### src/rtl/uart_pos_link_if.sv
`default_nettype none
// ============================================================================
//  Module      : uart_pos_link_if
//  Description : Bundles the game-logic side of the position link: the baud
//                divisor, the transmit request/snapshot/handshake signals and
//                the received-position outputs.
//  Ports (modport view from the link, "slave"):
//    baud_div  in   DVSR_BIT  tick divisor (tick rate = clk/baud_div)
//    tx_start  in   1         one-cycle request to send pos_in
//    pos_in    in   NCH*CW    channel k at bits [k*CW +: CW]
//    tx_busy   out  1         frame transmission in progress
//    tx_done   out  1         one-cycle pulse after the last stop bit
//    pos_out   out  NCH*CW    last valid received coordinates
//    rx_valid  out  1         one-cycle pulse when pos_out updates
//    rx_err    out  1         one-cycle pulse on checksum error or timeout
//  Revision    : 1.0  initial release
// ============================================================================
interface uart_pos_link_if #(
   parameter int NCH      = 2,
   parameter int CW       = 10,
   parameter int DVSR_BIT = 8
);
   logic [DVSR_BIT-1:0] baud_div;
   logic                tx_start;
   logic [NCH*CW-1:0]   pos_in;
   logic                tx_busy;
   logic                tx_done;
   logic [NCH*CW-1:0]   pos_out;
   logic                rx_valid;
   logic                rx_err;

   modport master (
      output baud_div, tx_start, pos_in,
      input  tx_busy, tx_done, pos_out, rx_valid, rx_err
   );

   modport slave (
      input  baud_div, tx_start, pos_in,
      output tx_busy, tx_done, pos_out, rx_valid, rx_err
   );
endinterface
`default_nettype wire

### src/rtl/uart_pos_link.sv
`default_nettype none
// ============================================================================
//  Module      : uart_rx / uart_tx / uart_pos_link
//  Description : Framed, checksummed, bidirectional link carrying NCH
//                coordinates of CW bits.  Frame: HDR, per coordinate low byte
//                then high byte (zero-extended to 16 bits), then XOR of all
//                payload bytes.  uart_rx/uart_tx are 16x-oversampling 8N1
//                bit engines driven by a shared tick generator.
//  Ports (uart_pos_link):
//    clk    in   1   system clock
//    reset  in   1   synchronous, active-low reset
//    rx     in   1   serial input
//    tx     out  1   serial output, idle high
//    bus    slave modport of uart_pos_link_if (handshake and positions)
//  Revision    : 1.0  initial release
// ============================================================================

// ---------------------------------------------------------------------------
// 16x oversampling receiver: samples mid-bit, LSB first.
// ---------------------------------------------------------------------------
module uart_rx #(
   parameter int DBIT    = 8,
   parameter int SB_TICK = 16
) (
   input  wire logic            clk,
   input  wire logic            reset,
   input  wire logic            rx,
   input  wire logic            s_tick,
   output logic                 rx_done_tick,
   output logic [DBIT-1:0]      dout
);
   localparam int c_SW = (SB_TICK > 16) ? $clog2(SB_TICK) : 4;
   localparam int c_NW = (DBIT > 1) ? $clog2(DBIT) : 1;

   typedef enum logic [1:0] {S_IDLE, S_START, S_DATA, S_STOP} state_t;

   state_t            r_state, w_state_nxt;
   logic [c_SW-1:0]   r_s, w_s_nxt;
   logic [c_NW-1:0]   r_n, w_n_nxt;
   logic [DBIT-1:0]   r_b, w_b_nxt;
   logic [DBIT:0]     w_shift;

   assign w_shift = {rx, r_b};
   assign dout    = r_b;

   always_ff @(posedge clk) begin
      if (!reset) begin
         r_state <= S_IDLE;
         r_s     <= '0;
         r_n     <= '0;
         r_b     <= '0;
      end else begin
         r_state <= w_state_nxt;
         r_s     <= w_s_nxt;
         r_n     <= w_n_nxt;
         r_b     <= w_b_nxt;
      end
   end

   always_comb begin
      w_state_nxt  = r_state;
      w_s_nxt      = r_s;
      w_n_nxt      = r_n;
      w_b_nxt      = r_b;
      rx_done_tick = 1'b0;
      case (r_state)
         S_IDLE: if (!rx) begin
            w_state_nxt = S_START;
            w_s_nxt     = '0;
         end
         S_START: if (s_tick) begin
            if (r_s == c_SW'(7)) begin
               w_state_nxt = S_DATA;
               w_s_nxt     = '0;
               w_n_nxt     = '0;
            end else begin
               w_s_nxt = r_s + c_SW'(1);
            end
         end
         S_DATA: if (s_tick) begin
            if (r_s == c_SW'(15)) begin
               w_s_nxt = '0;
               w_b_nxt = w_shift[DBIT:1];
               if (r_n == c_NW'(DBIT-1)) w_state_nxt = S_STOP;
               else                      w_n_nxt     = r_n + c_NW'(1);
            end else begin
               w_s_nxt = r_s + c_SW'(1);
            end
         end
         default: if (s_tick) begin
            if (r_s == c_SW'(SB_TICK-1)) begin
               w_state_nxt  = S_IDLE;
               rx_done_tick = 1'b1;
            end else begin
               w_s_nxt = r_s + c_SW'(1);
            end
         end
      endcase
   end
endmodule

// ---------------------------------------------------------------------------
// 16x oversampling transmitter.  The line only changes on a tick, so with no
// ticks (baud_div == 0) an accepted start request leaves tx idle high.
// ---------------------------------------------------------------------------
module uart_tx #(
   parameter int DBIT    = 8,
   parameter int SB_TICK = 16
) (
   input  wire logic            clk,
   input  wire logic            reset,
   input  wire logic            tx_start,
   input  wire logic            s_tick,
   input  wire logic [DBIT-1:0] din,
   output logic                 tx_done_tick,
   output logic                 tx
);
   localparam int c_SW = (SB_TICK > 16) ? $clog2(SB_TICK) : 4;
   localparam int c_NW = (DBIT > 1) ? $clog2(DBIT) : 1;

   typedef enum logic [1:0] {S_IDLE, S_START, S_DATA, S_STOP} state_t;

   state_t            r_state, w_state_nxt;
   logic [c_SW-1:0]   r_s, w_s_nxt;
   logic [c_NW-1:0]   r_n, w_n_nxt;
   logic [DBIT-1:0]   r_b, w_b_nxt;
   logic              r_tx, w_tx_nxt;

   assign tx = r_tx;

   always_ff @(posedge clk) begin
      if (!reset) begin
         r_state <= S_IDLE;
         r_s     <= '0;
         r_n     <= '0;
         r_b     <= '0;
         r_tx    <= 1'b1;
      end else begin
         r_state <= w_state_nxt;
         r_s     <= w_s_nxt;
         r_n     <= w_n_nxt;
         r_b     <= w_b_nxt;
         if (s_tick) r_tx <= w_tx_nxt;
      end
   end

   always_comb begin
      w_state_nxt  = r_state;
      w_s_nxt      = r_s;
      w_n_nxt      = r_n;
      w_b_nxt      = r_b;
      w_tx_nxt     = 1'b1;
      tx_done_tick = 1'b0;
      case (r_state)
         S_IDLE: if (tx_start) begin
            w_state_nxt = S_START;
            w_s_nxt     = '0;
            w_b_nxt     = din;
         end
         S_START: begin
            w_tx_nxt = 1'b0;
            if (s_tick) begin
               if (r_s == c_SW'(15)) begin
                  w_state_nxt = S_DATA;
                  w_s_nxt     = '0;
                  w_n_nxt     = '0;
               end else begin
                  w_s_nxt = r_s + c_SW'(1);
               end
            end
         end
         S_DATA: begin
            w_tx_nxt = r_b[0];
            if (s_tick) begin
               if (r_s == c_SW'(15)) begin
                  w_s_nxt = '0;
                  w_b_nxt = r_b >> 1;
                  if (r_n == c_NW'(DBIT-1)) w_state_nxt = S_STOP;
                  else                      w_n_nxt     = r_n + c_NW'(1);
               end else begin
                  w_s_nxt = r_s + c_SW'(1);
               end
            end
         end
         default: if (s_tick) begin
            if (r_s == c_SW'(SB_TICK-1)) begin
               w_state_nxt  = S_IDLE;
               tx_done_tick = 1'b1;
            end else begin
               w_s_nxt = r_s + c_SW'(1);
            end
         end
      endcase
   end
endmodule

// ---------------------------------------------------------------------------
// Position link top.
// ---------------------------------------------------------------------------
module uart_pos_link #(
   parameter int         NCH      = 2,
   parameter int         CW       = 10,
   parameter int         DBIT     = 8,
   parameter int         SB_TICK  = 16,
   parameter int         DVSR_BIT = 8,
   parameter logic [7:0] HDR      = 8'hA5,
   parameter int         RX_TO    = 704
) (
   input  wire logic        clk,
   input  wire logic        reset,
   input  wire logic        rx,
   output logic             tx,
   uart_pos_link_if.slave   bus
);
   localparam int c_NBYTES = 2*NCH + 2;
   localparam int c_IDXW   = $clog2(c_NBYTES);
   localparam int c_PAYW   = $clog2(2*NCH);
   localparam int c_TOW    = $clog2(RX_TO + 1);
   localparam logic [DVSR_BIT-1:0] c_ONE = DVSR_BIT'(1);

   // ---------------- tick generator ----------------
   // Comparing with >= lets a shrunken divisor wrap immediately instead of
   // running the counter all the way around.
   logic [DVSR_BIT-1:0] r_tick_cnt;
   logic                w_tick;

   assign w_tick = (bus.baud_div != '0) && (r_tick_cnt == bus.baud_div - c_ONE);

   always_ff @(posedge clk) begin
      if (!reset)                                                    r_tick_cnt <= '0;
      else if (bus.baud_div == '0 || r_tick_cnt >= bus.baud_div - c_ONE) r_tick_cnt <= '0;
      else                                                           r_tick_cnt <= r_tick_cnt + c_ONE;
   end

   // ---------------- transmit path ----------------
   typedef enum logic [1:0] {TX_IDLE, TX_LOAD, TX_SEND, TX_WAIT} tx_state_t;

   tx_state_t          r_tx_state, w_tx_state_nxt;
   logic [NCH*CW-1:0]  r_tx_shadow;
   logic [c_IDXW-1:0]  r_tx_idx;
   logic               r_tx_done;
   logic [16*NCH-1:0]  w_tx_words;
   logic [7:0]         w_tx_chk, w_tx_byte;
   logic               w_snap, w_idx_clr, w_idx_inc, w_eng_start, w_eng_done, w_frame_done;

   // Little-endian 16-bit words give the low-then-high byte order directly.
   for (genvar k = 0; k < NCH; k++) begin : g_tx_words
      assign w_tx_words[k*16 +: 16] = 16'(r_tx_shadow[k*CW +: CW]);
   end

   always_comb begin
      w_tx_chk = '0;
      for (int j = 0; j < 2*NCH; j++) w_tx_chk = w_tx_chk ^ w_tx_words[j*8 +: 8];
   end

   always_comb begin
      w_tx_byte = HDR;
      if (r_tx_idx == c_IDXW'(c_NBYTES-1)) w_tx_byte = w_tx_chk;
      else if (r_tx_idx != '0)             w_tx_byte = w_tx_words[(int'(r_tx_idx)-1)*8 +: 8];
   end

   always_ff @(posedge clk) begin
      if (!reset) r_tx_state <= TX_IDLE;
      else        r_tx_state <= w_tx_state_nxt;
   end

   always_comb begin
      w_tx_state_nxt = r_tx_state;
      w_snap         = 1'b0;
      w_idx_clr      = 1'b0;
      w_idx_inc      = 1'b0;
      w_eng_start    = 1'b0;
      w_frame_done   = 1'b0;
      case (r_tx_state)
         TX_IDLE: if (bus.tx_start) begin
            w_snap         = 1'b1;
            w_tx_state_nxt = TX_LOAD;
         end
         TX_LOAD: begin
            w_idx_clr      = 1'b1;
            w_tx_state_nxt = TX_SEND;
         end
         TX_SEND: begin
            w_eng_start    = 1'b1;
            w_tx_state_nxt = TX_WAIT;
         end
         default: if (w_eng_done) begin
            if (r_tx_idx == c_IDXW'(c_NBYTES-1)) begin
               w_frame_done   = 1'b1;
               w_tx_state_nxt = TX_IDLE;
            end else begin
               w_idx_inc      = 1'b1;
               w_tx_state_nxt = TX_SEND;
            end
         end
      endcase
   end

   always_ff @(posedge clk) begin
      if (!reset) begin
         r_tx_shadow <= '0;
         r_tx_idx    <= '0;
         r_tx_done   <= 1'b0;
      end else begin
         r_tx_done <= w_frame_done;
         if (w_snap)         r_tx_shadow <= bus.pos_in;
         if (w_idx_clr)      r_tx_idx    <= '0;
         else if (w_idx_inc) r_tx_idx    <= r_tx_idx + c_IDXW'(1);
      end
   end

   // Registered done lands on the first idle cycle, so tx_busy is already low.
   assign bus.tx_busy = (r_tx_state != TX_IDLE);
   assign bus.tx_done = r_tx_done;

   uart_tx #(.DBIT(DBIT), .SB_TICK(SB_TICK)) u_tx (
      .clk          (clk),
      .reset        (reset),
      .tx_start     (w_eng_start),
      .s_tick       (w_tick),
      .din          (w_tx_byte),
      .tx_done_tick (w_eng_done),
      .tx           (tx)
   );

   // ---------------- receive path ----------------
   typedef enum logic [1:0] {RX_HUNT, RX_PAY, RX_CHK} rx_state_t;

   rx_state_t          r_rx_state, w_rx_state_nxt;
   logic               r_rx_meta, r_rx_sync;
   logic [16*NCH-1:0]  r_rx_shadow;
   logic [7:0]         r_rx_acc;
   logic [c_PAYW-1:0]  r_rx_cnt;
   logic [c_TOW-1:0]   r_to_cnt;
   logic [NCH*CW-1:0]  r_pos_out, w_rx_pos;
   logic               r_rx_valid, r_rx_err;
   logic [7:0]         w_rx_byte;
   logic               w_rx_done, w_timeout, w_frame_start, w_cap, w_good, w_bad;

   // Serial input crosses from the pin domain.
   always_ff @(posedge clk) begin
      if (!reset) begin
         r_rx_meta <= 1'b1;
         r_rx_sync <= 1'b1;
      end else begin
         r_rx_meta <= rx;
         r_rx_sync <= r_rx_meta;
      end
   end

   uart_rx #(.DBIT(DBIT), .SB_TICK(SB_TICK)) u_rx (
      .clk          (clk),
      .reset        (reset),
      .rx           (r_rx_sync),
      .s_tick       (w_tick),
      .rx_done_tick (w_rx_done),
      .dout         (w_rx_byte)
   );

   // Bits above CW are dropped here but were already folded into the XOR.
   for (genvar k = 0; k < NCH; k++) begin : g_rx_pos
      assign w_rx_pos[k*CW +: CW] = r_rx_shadow[k*16 +: CW];
   end

   assign w_timeout = (r_to_cnt == c_TOW'(RX_TO));

   always_ff @(posedge clk) begin
      if (!reset) r_rx_state <= RX_HUNT;
      else        r_rx_state <= w_rx_state_nxt;
   end

   always_comb begin
      w_rx_state_nxt = r_rx_state;
      w_frame_start  = 1'b0;
      w_cap          = 1'b0;
      w_good         = 1'b0;
      w_bad          = 1'b0;
      case (r_rx_state)
         RX_HUNT: if (w_rx_done && w_rx_byte == HDR) begin
            w_frame_start  = 1'b1;
            w_rx_state_nxt = RX_PAY;
         end
         RX_PAY: begin
            if (w_rx_done) begin
               w_cap = 1'b1;
               if (r_rx_cnt == c_PAYW'(2*NCH-1)) w_rx_state_nxt = RX_CHK;
            end else if (w_timeout) begin
               w_bad          = 1'b1;
               w_rx_state_nxt = RX_HUNT;
            end
         end
         default: begin
            if (w_rx_done) begin
               if (w_rx_byte == r_rx_acc) w_good = 1'b1;
               else                       w_bad  = 1'b1;
               w_rx_state_nxt = RX_HUNT;
            end else if (w_timeout) begin
               w_bad          = 1'b1;
               w_rx_state_nxt = RX_HUNT;
            end
         end
      endcase
   end

   always_ff @(posedge clk) begin
      if (!reset) begin
         r_rx_shadow <= '0;
         r_rx_acc    <= '0;
         r_rx_cnt    <= '0;
         r_to_cnt    <= '0;
         r_pos_out   <= '0;
         r_rx_valid  <= 1'b0;
         r_rx_err    <= 1'b0;
      end else begin
         r_rx_valid <= w_good;
         r_rx_err   <= w_bad;
         if (w_frame_start) begin
            r_rx_acc <= '0;
            r_rx_cnt <= '0;
         end else if (w_cap) begin
            r_rx_shadow[int'(r_rx_cnt)*8 +: 8] <= w_rx_byte;
            r_rx_acc <= r_rx_acc ^ w_rx_byte;
            r_rx_cnt <= r_rx_cnt + c_PAYW'(1);
         end
         // Inter-byte timer: idle in HUNT, restarted by every received byte.
         if (r_rx_state == RX_HUNT || w_rx_done) r_to_cnt <= '0;
         else if (w_tick && !w_timeout)          r_to_cnt <= r_to_cnt + c_TOW'(1);
         if (w_good) r_pos_out <= w_rx_pos;
      end
   end

   assign bus.pos_out  = r_pos_out;
   assign bus.rx_valid = r_rx_valid;
   assign bus.rx_err   = r_rx_err;
endmodule
`default_nettype wire

### src/flat_wrapper.sv
// flat-port wrapper written by rule: the top's interface ports become plain ports
module uart_pos_link_flat 
#(
   parameter int         NCH      = 2,
   parameter int         CW       = 10,
   parameter int         DBIT     = 8,
   parameter int         SB_TICK  = 16,
   parameter int         DVSR_BIT = 8,
   parameter logic [7:0] HDR      = 8'hA5,
   parameter int         RX_TO    = 704
)
  (clk, reset, rx, tx, bus_baud_div, bus_tx_start, bus_pos_in, bus_tx_busy, bus_tx_done, bus_pos_out, bus_rx_valid, bus_rx_err);
  uart_pos_link_if #(.NCH(NCH), .CW(CW), .DVSR_BIT(DVSR_BIT)) bus_i ();
  input  wire logic clk;
  input  wire logic reset;
  input  wire logic rx;
  output logic tx;
  input wire logic [$bits(bus_i.baud_div)-1:0] bus_baud_div;
  input wire logic [$bits(bus_i.tx_start)-1:0] bus_tx_start;
  input wire logic [$bits(bus_i.pos_in)-1:0] bus_pos_in;
  output wire logic [$bits(bus_i.tx_busy)-1:0] bus_tx_busy;
  output wire logic [$bits(bus_i.tx_done)-1:0] bus_tx_done;
  output wire logic [$bits(bus_i.pos_out)-1:0] bus_pos_out;
  output wire logic [$bits(bus_i.rx_valid)-1:0] bus_rx_valid;
  output wire logic [$bits(bus_i.rx_err)-1:0] bus_rx_err;
  assign bus_i.baud_div = bus_baud_div;
  assign bus_i.tx_start = bus_tx_start;
  assign bus_i.pos_in = bus_pos_in;
  assign bus_tx_busy = bus_i.tx_busy;
  assign bus_tx_done = bus_i.tx_done;
  assign bus_pos_out = bus_i.pos_out;
  assign bus_rx_valid = bus_i.rx_valid;
  assign bus_rx_err = bus_i.rx_err;
  uart_pos_link #(.NCH(NCH), .CW(CW), .DBIT(DBIT), .SB_TICK(SB_TICK), .DVSR_BIT(DVSR_BIT), .HDR(HDR), .RX_TO(RX_TO)) u_core (.clk(clk), .reset(reset), .rx(rx), .tx(tx), .bus(bus_i));
endmodule
### config.mk
export PLATFORM = sky130hd
export DESIGN_NAME = uart_pos_link_flat
export DESIGN_NICKNAME = d
export VERILOG_FILES = /design/src/rtl/uart_pos_link_if.sv /design/src/rtl/uart_pos_link.sv /design/src/flat_wrapper.sv
export SDC_FILE = /design/constraint.sdc
export NUM_CORES = 1
export LEC_CHECK = 0
export ABC_AREA = 1
export CORE_MARGIN = 2
export CORE_UTILIZATION = 58
export CTS_BUF_LIST = sky130_fd_sc_hd__clkbuf_8 sky130_fd_sc_hd__clkbuf_16
export CTS_CLUSTER_SIZE = 16
export DETAILED_ROUTE_END_ITERATION = 10
export PLACE_DENSITY_LB_ADDON = 0.12
export SYNTH_ARGS = -nofsm -noshare
export SYNTH_HDL_FRONTEND = slang
export SYNTH_SLANG_ARGS = --single-unit
### constraint.sdc
create_clock -name clk -period 2.85 [get_ports clk]
set_input_delay 0.285 -clock clk [delete_from_list [all_inputs] [get_ports clk]]
set_output_delay 0.285 -clock clk [all_outputs]
set_load 0.02 [all_outputs]
==> results of run 1 <==
-- cell usage after synthesis, types with 4 or more instances --
cell type / count
a21oi_1: 90
nand2_1: 168
ha_1: 42
nor2_1: 175
xnor2_1: 14
nor3b_1: 4
o21ai_0: 91
xor2_1: 14
inv_1: 103
nand3_1: 39
nor3_1: 14
or2_2: 6
nand4_1: 16
nand2_2: 4
dfxtp_1: 135
nor2_2: 4
clkbuf_1: 17
-- worst min-delay path, stage by stage --
cell	delay, ns
buf_2	0.23
o21ai_0	0.13
a21oi_1	0.04
-- metal layers --
metal	up-vias	wire, um	GRT usage [%]
li1	3337	-	-
met1	2799	7050	30.7
met2	107	6650	39.8
met3	14	559	5.62
met4	0	162	6.99
met5	-	0	0
-- cells by family (layout without fill, tap and decap cells) --
family	count (synthesis)	in the layout	synth area share, %
AND/OR/NAND/NOR	440	440	27.1
buffers and inverters	138	232	7.93
XOR/XNOR	28	28	3.54
AO/OA/AOI/OAI	196	196	14.8
flip-flops	135	135	39.0
adder cells (fa/ha/maj)	42	42	7.59
-- worst paths after layout --
| path | cells after the start | to | slack (ns) |
|---|---|---|---|
| hold reg to reg | 1 | u_core.r_rx_sync | 0.43 |
| setup / recovery | 17 | u_core.bus.pos_out[6] | 0.24 |
| hold / removal | 3 | u_core.r_tx_shadow[15] | 0.33 |
| setup reg to reg | 11 | u_core.u_tx.r_state[1] | 0.44 |
-- stage by stage --
stage,std cells,hold slack [ns]
floorplan,979,0.392
global placement,1183,0.418
detailed placement,1183,0.416
CTS,1215,0.312
global route,1216,0.353
finish,1216,0.328
-- flip-flops by register name, summed over array words and instances (netlist names), 3 cells and up --
signal,flops
u_core.bus.pos_out,20
u_core.r_rx_shadow,20
u_core.u_tx.r_s,4
u_core.u_tx.r_b,8
u_core.r_to_cnt,10
u_core.u_rx.r_s,4
u_core.r_tick_cnt,8
u_core.u_tx.r_n,3
u_core.u_rx.dout,8
u_core.r_tx_idx,3
u_core.r_tx_shadow,20
u_core.u_rx.r_n,3
u_core.r_rx_acc,8
-- report_power, final --
| group | internal [W] | switching, W | leakage [nW] |
|---|---|---|---|
| logic | 0.000550 | 0.000896 | 2.15 |
| clock network | 0.00174 | 0.000821 | 0.340 |
| registers | 0.00205 | 0.000139 | 1.09 |
-- final cells by class --
cell class                 instances  area, sq um  share of cell area (%)
sequential                       135         2700                    31.8
tap                              143          179                    2.10
timing repair buffer              90          827                    9.72
multi-input combinational        706         3690                    43.3
clock buffer                      21          480                    5.65
clock inverter                    11          215                    2.53
inverter                         110          418                    4.91
-- timing repair --
item / 4_1_cts / 5_1_grt
buffers inserted: 0 / 1
resized for setup: 0 / 8
setup endpoints to repair: 0 / 34
-- cells in the final DEF, fill, tap and decap left out, types with 3 or more instances in the layout --
master / Yosys / layout
a21oi_1: 90 / 90
buf_4: 2 / 32
bufinv_16: 0 / 6
clkbuf_16: 0 / 17
clkbuf_8: 0 / 4
clkdlybuf4s50_1: 0 / 55
clkinv_1: 3 / 3
dfxtp_1: 135 / 135
ha_1: 42 / 41
inv_1: 103 / 103
nand2_1: 168 / 167
nand2_2: 4 / 5
nand3_1: 39 / 39
nand3b_1: 3 / 3
nand4_1: 16 / 16
nor2_1: 175 / 173
nor2_2: 4 / 5
nor2_4: 2 / 3
nor3_1: 14 / 14
nor3b_1: 4 / 4
o21ai_0: 91 / 90
o21ai_1: 3 / 4
o21ai_2: 3 / 3
or2_2: 6 / 6
xnor2_1: 14 / 14
xor2_1: 14 / 14
==> impl_metrics.ini, run 1 <==
[sta]
worst_clock_skew_ns = 0.00528
max_freq_ghz = 0.384
slew_headroom_pct = 57.9
setup_tns_ns = 0
fin_ws_ns = 0.245
tightestPinTransition_ns = 0.631
rsz0062_at_grt = true
fin_crit_ns = 2.61
report.final.slew_viol_count = 0
hold_viol_final = 0
period_share_pct = 91.4
setup_viol = 0

[detailed_routing]
drc = 6
drt_wl_total_um = 14400
vias = 6257
drtIter0Drc = 343
first_pass_iters = 8
wire_per_inst_um = 11.9
ant_nets = 0
viasPerCell = 5.15

[clock_tree]
numCtsBuffers = 17
root_buffer = clkbuf_16
clk_pin_slew_ns = 0.06
cts_htree_levels = 4
ctsHoldBuffers = 0
clkLatencyLatePin_ns = 0.42
cts_tree = built
clock_sinks = 135
clockBufferDepth = 2

[synth]
seq_area_frac_synth_pct = 39.0
ys_ff_latch = 135
synth_area_leaders = dfxtp_1 39%, nor2_1 9.5%, nand2_1 9.1%
syn_avg_cell_area_sq_um = 7.07
synth_top_area_cell = dfxtp_1
synth_edf_count = 0
synth_nets = 1053
ys.warnings.count = 0
yosysTopAreaCellShare_pct = 39.0
synthFlopType = dfxtp_1
syn_area_sq_um = 6930
async_flop_share_pct = 0
synthCells = 979
ys_types = 40

[die]
rows = 39
coreArea_sq_um = 11500
chipWidth_um = 113
die-area_sq_um = 12800
initial_core_util_pct = 60.1
pin_count = 57
chipHeight_um = 113

[critical_path]
cp_slowest_cell = clkdlybuf4s50_1
cp.arrival_ns = 2.91
crit_path_start_kind = primary input
crit_type = primary input to flip-flop
crit_path_end_kind = flip-flop
worstSetupStartpoint = bus_baud_div[1]
cp_top_family = simple AND/OR/NAND/NOR gates
cp_cell_sequence = clkdlybuf4s50_1 -> inv_1 -> ha_2 -> nand3_1 -> xnor2_1 -> inv_1 -> ha_1 -> nand2_1 -> nor2_2 -> nand2_2 -> nor2_4 -> nand3_2 -> nor2_2 -> nand2_2 -> buf_4 -> o21ai_0 -> nor2_1
worstReg2RegStart = u_core.u_tx.r_state[0]
cpPeakStageDelay_ns = 0.42
crit_buf_inv = 4
cp.required_ns = 3.15
crit_fanout = 8

[global_routing]
grt_max_degree = 60
gr-usage-all-layers_pct = 23.8
grt-ovfl-total = 0
antenna_found_initial = 0
grt_first_pass_wirelength_um = 25300
grt_pass1_vias = 5688

[pwr]
power_per_cell_area_nw_per_um2 = 728
ir_drop_mv = 0.532
p_leak_nw = 3.58
total_power_w = 0.00620

[placement]
gp_congestion = 0.847
io_buffers = 56
preCtsSetupSlack_ns = -0.173
dpl_cell_area_sq_um = 7790
hpwl_um = 9840

[layout]
finalNetCount = 1134
n_antenna_cell = 0
finalCoreUtilization_pct = 73.9
area_growth_pct = 22.9
design_area_sq_um = 8510
layout-drive-gt1-share_pct = 9.32
num-fill-cells = 949

[flow_run]
drv_cap = 0

[outcome]
outcome = finished with violations
violations = design-rule violations

[min_path]
min_path_type = primary input to flip-flop
min_from = reset
Power figures use the tool's default switching activity.
==> run 2, diff against run 1 <==
GPL_ROUTABILITY_DRIVEN = 0   (was default)
SKIP_LAST_GASP = 1   (was default)
==> run 2 against run 1 <==
Net effect:
- the flow still finishes with violations (design-rule violations)
- first-iteration DRC count rose by 11%
- routed wire length grew 0.12%
- fmax up 0.61%
- critical path depth unchanged
- clock skew hardly changed
- cell area about the same
- final cell count unchanged
- combinational power hardly changed
- flip-flop and latch count unchanged
- register-to-register slack about the same
- non-clock buffer count unchanged
- sequential power barely moved
- largest cell class unchanged
- largest power group unchanged
==> impl_metrics.ini, run 2 (synthesis results as in run 1) <==
[placement]
hpwl_um = 9840
dpl_cell_area_sq_um = 7790
io_buffers = 56

[critical_path]
crit_type = primary input to flip-flop
cp.required_ns = 3.15
cp.arrival_ns = 2.89
reg2reg_slack_ns = 0.44
crit_buf_inv = 4
cp_top_family = simple AND/OR/NAND/NOR gates
cp_cell_sequence = clkdlybuf4s50_1 -> inv_1 -> ha_2 -> nand3_1 -> xnor2_1 -> inv_1 -> ha_1 -> nand2_1 -> nor2_2 -> nand2_2 -> nor2_4 -> nand3_2 -> nor2_2 -> nand2_2 -> buf_4 -> o21ai_0 -> nor2_1
cpPeakStageDelay_ns = 0.42
cp_slowest_cell = clkdlybuf4s50_1
crit_fanout = 8
crit_path_end_kind = flip-flop
crit_path_start_kind = primary input

[sta]
setup_viol = 0
worst_clock_skew_ns = 0.00493
rsz0062_at_grt = true
hold_viol_final = 0
report.final.slew_viol_count = 0
slew_headroom_pct = 57.9
fin_crit_ns = 2.59
max_freq_ghz = 0.386
setup_tns_ns = 0
tightestPinTransition_ns = 0.631
period_share_pct = 90.9

[global_routing]
antenna_found_initial = 0
grt_max_degree = 60
gr-usage-all-layers_pct = 23.8
grt_first_pass_wirelength_um = 25300
grt_pass1_vias = 5688
grt-ovfl-total = 0

[detailed_routing]
drtIter0Drc = 382
ant_nets = 0
vias = 6253
viasPerCell = 5.14
drt_wl_total_um = 14400
first_pass_iters = 8
drc = 6
wire_per_inst_um = 11.9

[clock_tree]
cts_tree = built
ctsHoldBuffers = 0
clock_sinks = 135
root_buffer = clkbuf_16
clockBufferDepth = 2
cts_htree_levels = 4
numCtsBuffers = 17
clkLatencyLatePin_ns = 0.42
clk_pin_slew_ns = 0.06

[layout]
design_area_sq_um = 8510
area_growth_pct = 22.8
layout-drive-gt1-share_pct = 9.32
num-fill-cells = 951
seqCellArea_sq_um = 2700
mostFrequentLayoutCells = 173 x nor2_1, 167 x nand2_1, 135 x dfxtp_1
final_common_cell = nor2_1
n_antenna_cell = 0
multi_input_area_sq_um = 3690
finalNetCount = 1134

[pwr]
ir_drop_mv = 0.529
power_per_cell_area_nw_per_um2 = 728
p_leak_nw = 3.58

[die]
die-area_sq_um = 12800
chipWidth_um = 113
rows = 39
coreArea_sq_um = 11500
pin_count = 57
initial_core_util_pct = 60.1
chipHeight_um = 113

[outcome]
outcome = finished with violations
violations = design-rule violations

[flow_run]
drv_cap = 0

[min_path]
min_path_type = primary input to flip-flop
-- run 2: area by class of cell --
cell class / count / area share, %
Sequential cell: 135 / 31.8
Timing Repair Buffer: 90 / 9.68
Tap cell: 143 / 2.10
Inverter: 110 / 4.91
Clock inverter: 11 / 2.53
Clock buffer: 21 / 5.65
Multi-Input combinational cell: 706 / 43.4
-- run 2: path summary, 6_finish.rpt --
path	startpoint	cells past startpoint	endpoint
worst max-delay path	bus_baud_div[1]	17	u_core.bus.pos_out[6]
worst min-delay path	reset	3	u_core.r_tx_shadow[15]
worst max register to register	u_core.u_tx.r_state[0]	11	u_core.u_tx.r_state[1]
worst min register to register	u_core.r_rx_meta	1	u_core.r_rx_sync
-- run 2: what timing repair did --
action | in CTS | in global routing
endpoints found under the setup margin | 0 | 34
resized for setup | 0 | 7
setup buffers | 0 | 1
-- run 2: worst reg2reg max path, stage by stage (launching register included) --
cell      delay [ns]
dfxtp_1         0.34
inv_1           0.09
ha_1            0.56
clkinv_1        0.45
nand2_1         0.23
o21ai_0         0.13
nand2_1         0.10
a21oi_1         0.05
nand2_1         0.11
inv_1           0.08
nor2_1          0.11
nor2_1          0.06
-- run 2: metrics by stage --
step / setup slack [ns] / power, W / cells / utilization [%] / hold WS [ns]
2_1_floorplan: 0.466 / 0.00326 / 979 / - / 0.392
3_3_place_gp: -0.0998 / 0.00357 / 1183 / 67.6 / 0.418
3_5_place_dp: -0.173 / 0.00359 / 1183 / 67.6 / 0.416
4_1_cts: 0.171 / 0.00618 / 1215 / 73.7 / 0.312
5_1_grt: -0.0152 / 0.00655 / 1216 / 73.9 / 0.353
6_report: 0.260 / 0.00620 / 1216 / 73.9 / 0.326
-- run 2: report_power, final --
part           switching (W)  leakage (nW)  internal, W
Sequential          0.000139          1.09      0.00205
Combinational       0.000896          2.15     0.000550
Clock               0.000820         0.340      0.00174
Total                0.00186          3.58      0.00434
-- run 2: routing by layer --
| layer | up-vias | global-route usage, % | share of wire (%) |
|---|---|---|---|
| met1 | 2798 | 30.7 | 49 |
| met3 | 14 | 5.62 | 3.9 |
| met4 | 0 | 6.99 | 1.1 |
| met5 | - | 0 | 0 |
| met2 | 107 | 39.8 | 46 |
| li1 | 3334 | - | - |
